File: src/rtl/program_loader.sv
// Boot loader: receives a length-prefixed program over 8N1 UART and writes it into instruction memory.
// Define LOADER_CHECKSUM_EN to require a trailing XOR checksum byte before the core is released.
module program_loader #(
    parameter int CLKS_PER_BIT = 868,
    parameter int ADDR_WIDTH   = 14
) (
    input  logic                  clk,
    input  logic                  rst,
    input  logic                  uart_rx,
    output logic                  imem_we,
    output logic [ADDR_WIDTH-1:0] imem_addr,
    output logic [31:0]           imem_wdata,
    output logic                  busy,
    output logic                  done,
    output logic                  error
);

    localparam int CW = $clog2(CLKS_PER_BIT);
    localparam logic [CW-1:0] FULL_CNT = CW'(CLKS_PER_BIT - 1);
    localparam logic [CW-1:0] HALF_CNT = CW'(CLKS_PER_BIT / 2 - 1);
    localparam logic [31:0]   CAP      = 32'd1 << ADDR_WIDTH;

    // ---------------- UART receive ----------------
    typedef enum logic [1:0] {R_IDLE, R_START, R_DATA, R_STOP} rx_state_t;

    rx_state_t     rx_state;
    logic          rx_meta, rx_sync, rx_prev;
    logic [CW-1:0] cnt;
    logic [2:0]    bit_idx;
    logic [7:0]    shreg;
    logic [7:0]    rx_byte;
    logic          byte_valid;
    logic          frame_err;

    always_ff @(posedge clk or posedge rst) begin
        if (rst) begin
            rx_meta    <= 1'b1;
            rx_sync    <= 1'b1;
            rx_prev    <= 1'b1;
            rx_state   <= R_IDLE;
            cnt        <= '0;
            bit_idx    <= '0;
            shreg      <= '0;
            rx_byte    <= '0;
            byte_valid <= 1'b0;
            frame_err  <= 1'b0;
        end else begin
            rx_meta    <= uart_rx;
            rx_sync    <= rx_meta;
            rx_prev    <= rx_sync;
            byte_valid <= 1'b0;
            frame_err  <= 1'b0;
            case (rx_state)
                R_IDLE: begin
                    if (rx_prev && !rx_sync) begin
                        rx_state <= R_START;
                        cnt      <= '0;
                    end
                end
                R_START: begin
                    if (cnt == HALF_CNT) begin
                        cnt      <= '0;
                        bit_idx  <= '0;
                        // A start bit that is high again at mid-bit was a glitch
                        rx_state <= rx_sync ? R_IDLE : R_DATA;
                    end else begin
                        cnt <= cnt + 1'b1;
                    end
                end
                R_DATA: begin
                    if (cnt == FULL_CNT) begin
                        cnt   <= '0;
                        shreg <= {rx_sync, shreg[7:1]};
                        if (bit_idx == 3'd7) rx_state <= R_STOP;
                        else                 bit_idx  <= bit_idx + 3'd1;
                    end else begin
                        cnt <= cnt + 1'b1;
                    end
                end
                R_STOP: begin
                    if (cnt == FULL_CNT) begin
                        cnt      <= '0;
                        rx_state <= R_IDLE;
                        if (rx_sync) begin
                            byte_valid <= 1'b1;
                            rx_byte    <= shreg;
                        end else begin
                            frame_err <= 1'b1;
                        end
                    end else begin
                        cnt <= cnt + 1'b1;
                    end
                end
                default: rx_state <= R_IDLE;
            endcase
        end
    end

    // ---------------- Load protocol ----------------
`ifdef LOADER_CHECKSUM_EN
    typedef enum logic [2:0] {RX_LEN, RX_DATA, CHK, DONE, ERR} state_t;
    localparam state_t AFTER_LOAD = CHK;
`else
    typedef enum logic [2:0] {RX_LEN, RX_DATA, DONE, ERR} state_t;
    localparam state_t AFTER_LOAD = DONE;
`endif

    state_t                state;
    logic [1:0]            byte_cnt;
    logic [23:0]           len_sh;
    logic [23:0]           word_sh;
    logic [ADDR_WIDTH-1:0] last_idx;
    logic [31:0]           len_next;
    logic [31:0]           word_next;
`ifdef LOADER_CHECKSUM_EN
    logic [7:0]            csum;
`endif

    // Bytes arrive LSB-first, so each new byte enters at the top and shifts down
    assign len_next  = {rx_byte, len_sh};
    assign word_next = {rx_byte, word_sh};

    always_ff @(posedge clk or posedge rst) begin
        if (rst) begin
            state      <= RX_LEN;
            byte_cnt   <= '0;
            len_sh     <= '0;
            word_sh    <= '0;
            last_idx   <= '0;
            imem_we    <= 1'b0;
            imem_addr  <= '0;
            imem_wdata <= '0;
            busy       <= 1'b1;
            done       <= 1'b0;
            error      <= 1'b0;
`ifdef LOADER_CHECKSUM_EN
            csum       <= '0;
`endif
        end else begin
            imem_we <= 1'b0;
            case (state)
                RX_LEN: begin
                    if (frame_err) begin
                        state <= ERR;
                        error <= 1'b1;
                    end else if (byte_valid) begin
                        len_sh   <= len_next[31:8];
                        byte_cnt <= byte_cnt + 2'd1;
                        if (byte_cnt == 2'd3) begin
                            if (len_next > CAP) begin
                                state <= ERR;
                                error <= 1'b1;
                            end else if (len_next == 32'd0) begin
                                state <= AFTER_LOAD;
`ifndef LOADER_CHECKSUM_EN
                                busy  <= 1'b0;
                                done  <= 1'b1;
`endif
                            end else begin
                                state    <= RX_DATA;
                                last_idx <= ADDR_WIDTH'(len_next - 32'd1);
                            end
                        end
                    end
                end
                RX_DATA: begin
                    if (frame_err) begin
                        state <= ERR;
                        error <= 1'b1;
                    end else begin
                        if (byte_valid) begin
                            word_sh  <= word_next[31:8];
                            byte_cnt <= byte_cnt + 2'd1;
`ifdef LOADER_CHECKSUM_EN
                            csum     <= csum ^ rx_byte;
`endif
                            if (byte_cnt == 2'd3) begin
                                imem_wdata <= word_next;
                                imem_we    <= 1'b1;
                            end
                        end
                        // Address advances after its strobe; the last index is held, never wrapped
                        if (imem_we) begin
                            if (imem_addr == last_idx) begin
                                state <= AFTER_LOAD;
`ifndef LOADER_CHECKSUM_EN
                                busy  <= 1'b0;
                                done  <= 1'b1;
`endif
                            end else begin
                                imem_addr <= imem_addr + 1'b1;
                            end
                        end
                    end
                end
`ifdef LOADER_CHECKSUM_EN
                CHK: begin
                    if (frame_err) begin
                        state <= ERR;
                        error <= 1'b1;
                    end else if (byte_valid) begin
                        if (rx_byte == csum) begin
                            state <= DONE;
                            busy  <= 1'b0;
                            done  <= 1'b1;
                        end else begin
                            state <= ERR;
                            error <= 1'b1;
                        end
                    end
                end
`endif
                DONE:    state <= DONE;
                ERR:     state <= ERR;
                default: state <= ERR;
            endcase
        end
    end

endmodule
File: config.mk
export PLATFORM = sky130hd
export DESIGN_NAME = program_loader
export DESIGN_NICKNAME = d
export VERILOG_FILES = /design/src/rtl/program_loader.sv
export SDC_FILE = /design/constraint.sdc
export NUM_CORES = 1
export LEC_CHECK = 0
export BUFFER_PORTS_ARGS = -buffer_cell sky130_fd_sc_hd__buf_2
export CAP_MARGIN = 20
export CORE_MARGIN = 2
export CORE_UTILIZATION = 55
export DETAILED_ROUTE_END_ITERATION = 16
export PLACE_DENSITY_LB_ADDON = 0.3
export SYNTH_ARGS = -nofsm -noshare
export SYNTH_HDL_FRONTEND = slang
export SYNTH_SLANG_ARGS = --single-unit
File: constraint.sdc
create_clock -name clk -period 5.4 [get_ports clk]
set_input_delay 0.54 -clock clk [delete_from_list [all_inputs] [get_ports clk]]
set_output_delay 0.54 -clock clk [all_outputs]
set_load 0.05 [all_outputs]
Word level (Yosys, flattened, before mapping)
Index checks and enable logic that the tools add are counted.

Flip-flop bits (word level): 153. Input bits: 3. Word-level logic and storage cells: 141.

$add $sub $neg: 5. Order comparisons: 1. Eq/ne operators: 30. Multiplexer cells: 58. Bitwise gates (word level): 4. Reductions and logical operators: 22.

Operators by type and width (count): $gt 32x15->1 const B (1); $logic_not 32->1 (1); $mux 1 (31); $mux 10 (3); $ne 2x2->1 const B (15); $pmux 10 s3 (1); $mux 3 (9); $mux 2 (8); $reduce_and 4->1 (4); $ne 3x3->1 const B (5); $add 14x1->14 const B (1); $eq 14x14->1 (1); $sub 14x1->14 const B (1); $reduce_and 3->1 (4); $add 10x1->10 const B (1); $eq 10x10->1 const B (1); $eq 10x9->1 const B (1); $reduce_and 5->1 (2); $pmux 3 s3 (1); $reduce_and 9->1 (1); $pmux 2 s4 (1); $eq 2x2->1 const B (3); $pmux 1 s2 (3); $pmux 3 s2 (1); 15 further kinds (20).

Longest topological paths before layout
Word-level depth: 7. Depth in mapped cells: 8. Mapped depth without buffers: 7.

Worst setup path after synthesis
Ideal clock, no wire load.

Kind: register to register. Start point: reg len_sh[4]. End point: reg last_idx[0]. Data arrival time: 2.302 ns. Setup slack: 2.973 ns. Stages on the path, launching flop included: 7. Period minus slack after synthesis: 2.427 ns. Path through: dfrtp_1 or4_4 nor4_4 mux2i_1 nand4_4 buf_12 mux2_4.

Longest elaborated chain between the ends: 3. Elaborated cells on any way between the ends: 5. Those cells by class: order compare (1); bitwise (2); reduce/logical (2).

RTL lines: from (decl) (RTL line 110) `logic [23:0] len_sh;`; from (signal assigned) (RTL line 147) `len_sh <= len_next[31:8];`; $gt 32x15->1 / $logic_not 32->1 (equally long branches) (RTL line 150, 153); $not 1->1 (no source line); $reduce_and 6->1 (no source line) (*); to (signal assigned) (RTL line 161) `last_idx <= ADDR_WIDTH'(len_next - 32'd1);`; to (decl) (RTL line 112) `logic [ADDR_WIDTH-1:0] last_idx;`.

Every way passes the cells marked *; elsewhere a longest branch is shown, timed or not. A chain may end at the register's enable or synchronous reset.

Final worst setup path
Start point: reg len_sh[9]. End point: reg last_idx[13].

Longest elaborated chain between the ends: 3. Elaborated cells on any way between the ends: 6. Those cells by class: add/sub (1); order compare (1); bitwise (2); reduce/logical (2).

RTL lines (RTL line): $gt 32x15->1 / $logic_not 32->1 (equally long branches) (150, 153); $not 1->1 (no source line); $reduce_and 6->1 (no source line).

Parallel ways exist; a longest one is shown, timed or not.

==> results.yml <==
layout:
  layout-drive-gt1-share: 0.359
  nets: 588
  syn_to_final_growth_pct: 15.6
  antennaDiodeCount: 0
detailed_routing:
  finalWirelength_mm: 12.3
  wl_per_cell_um: 16.8
  vias_per_cell: 5.69
  ant_nets: 0
  vias: 4179
  dr.pass1.iters: 5
  dr.first_iter.drc_count: 177
  drcViolationCount: 0
logic_synthesis:
  synth_xor_area_frac: 0.0519
  synth_compound_area_frac: 0.0406
  yosys.area_share.simple: 0.105
  synth_top_family_by_area: "multiplexers"
  synth_edf_count: 0
  async_reset_ff_frac: 1.00
  yosysTopAreaCellShare: 0.548
  synth_area_per_cell_sq_um: 13.1
  yosysMostFrequentCell: "dfrtp_1"
  synth_warnings: 0
  ys_types: 49
  syn_inst: 515
  synthAdderAreaFrac: 0.0204
  synthMuxAreaShare: 0.195
  syn_nets: 529
  yosysTopAreaCell: "dfrtp_1"
  synth_seq_cells: 152
  ys_top_cells_by_area: "dfrtp_1 55%, mux2_2 17%, xor2_1 2.7%"
  synth-seq-area-share: 0.564
  synth.cell_area_sq_um: 6750
  synth_ff_type: "dfrtp_1"
  ys_top_cells_by_count: "148 x dfrtp_1, 102 x mux2_2, 21 x inv_1, 21 x nor2_1, 21 x xor2_1"
clocking:
  clock-sinks: 152
  path_clk_slew_ns: 0.06
  numCtsBuffers: 17
  cts_setup_buffers: 0
  tritoncts: "done"
  cts.hold.buffers_added: 0
  clock_path_buffers: 2
  ctsRootBufferMaster: "clkbuf_16"
  cts_resized: 0
  clk_latency_ns: 0.42
  htree_num_levels: 4
worst_setup_path:
  crit_required_ns: 5.71
  rrSetupSlack_ns: 2.72
  end_kind: "flop"
  path_class: "reg2reg"
  worstPathArrival_ns: 2.98
  regToRegStartpoint: "len_sh[9]"
  reg2reg_to: "last_idx[13]"
  worstPathMaxFanout: 14
  worstRegToRegCells: 5
  crit_end: "last_idx[13]"
  cp-start-kind: "flop"
  startpoint: "len_sh[9]"
timing:
  worst_pin_slew_ns: 0.994
  hold_viol: 0
  post-route-min-period_ns: 2.68
  rsz0062_at_grt: "no"
  relSlewSlack: 0.336
  maxSlewViolCount: 0
  fin_skew_ns: 0.00804
  holdWs_ns: 0.210
  tns_ns: 0
  setup_violations: 0
  finalCritPeriodShare: 0.495
  fmaxAchievable_mhz: 374
power:
  power_density_nw_per_um2: 326
  total_leakage_power_nw: 4.17
  peakVddDrop_v: 0.000251
global_routing:
  grt_pass1_wl_mm: 21.1
  grt_pass1_vias: 4333
  grt_max_degree: 98
  met1_usage: 0.255
  antenna_found_initial: 0
  met2_usage: 0.346
  overflow: 0
  top_usage_layer: "met2"
  use_met3: 0.0496
  grtUsageTotal: 0.206
hold_path:
  whs_path_depth: 1
  hp-class: "in2reg"
floorplan:
  fp.coreArea_sq_um: 12000
  num_rows: 40
  start_util: 0.562
  die_h_um: 115
  fp.dieW_um: 115
  die-area_sq_um: 13200
  design.portCount: 53
placed_design:
  portBuffers: 52
  gp_congestion: 0.835
  dp_hpwl_mm: 8.20
run_status:
  status: "finished clean"
flow_run:
  maxCapViolCount: 0
per-layer routing:
metal  share of wire  wire length, um
met5               0                0
met4           0.021              263
met1            0.44             5460
met2            0.51             6290
met3           0.023              286
worst min-delay path by stage:
stage	startpoint	endpoint	slack, ns
floorplan	rx_meta	rx_sync	0.35
global placement	rx_meta	rx_sync	0.35
detailed placement	rx_meta	rx_sync	0.35
CTS	uart_rx	rx_meta	0.19
global route	uart_rx	rx_meta	0.19
finish	uart_rx	rx_meta	0.21
logic make-up after synthesis:
family / Yosys count
flops: 152
simple gates: 120
mux: 114
compound gates: 40
xor+xnor: 40
buf+inv: 38
fa+ha+maj: 11
report_power, final:
group	internal (W)	total [W]	switching (W)
Combinational	0.0000428	0.000118	0.0000752
Sequential	0.00116	0.00120	0.0000355
Clock	0.000757	0.00123	0.000472
area by class of cell:
type,instances,area [sq um]
Clock buffer,19,453
Tap cell,147,184
Multi-Input combinational cell,325,2790
Timing Repair Buffer,57,315
Sequential cell,152,3810
Fill cell,928,4210
Inverter,21,83.8
Clock inverter,13,169
state kept, by name, indices dropped and copies added (netlist names), 2 cells and up, named ones only:
signal and count:
len_sh 24, bit_idx 3, imem_wdata 32, byte_cnt 2, word_sh 24, last_idx 14, cnt 10, imem_addr 14
shreg 8, state 2, rx_byte 8
worst max-delay path: stages (launching register included):
cell and delay [ns]:
dfrtp_1 0.45, or4_1 0.63, nor4_4 0.36, mux2i_1 0.38
nand4_4 0.34, mux2_4 0.39
placed cells by master (no fill, tap or decap), drive strengths merged, types with 2 or more instances in the layout:
cell and n:
nand4 10, nand2 17, clkbuf 19, and3 9, a31oi 4, mux2 111, nor4 11, nor3b 9
dfstp 4, xor2 21, buf 57, or3 2, o21ai 13, nor3 11, nor4b 2, clkinv 7
ha 11, and4 4, nor2 22, a21o 7, o2111ai 2, dfrtp 148, or4 3, nand2b 4
bufinv 3, inv 24, and2 3, xnor2 19, nand3 9, o21bai 2, mux2i 3, nor4bb 3
o32ai 2
per-stage QoR:
step	total power, W	util	cells	setup WS, ns	area (sq um)
after detailed placement	0.00134	0.595	699	2.73	7140
after floorplan	0.00131	-	515	0.774	6750
final	0.00255	0.650	734	2.72	7800
after CTS	0.00256	0.646	731	2.72	7760
after global placement	0.00133	0.595	699	2.81	7140
after global routing	0.00264	0.650	734	2.62	7800
(Power assumes the default switching activity.)
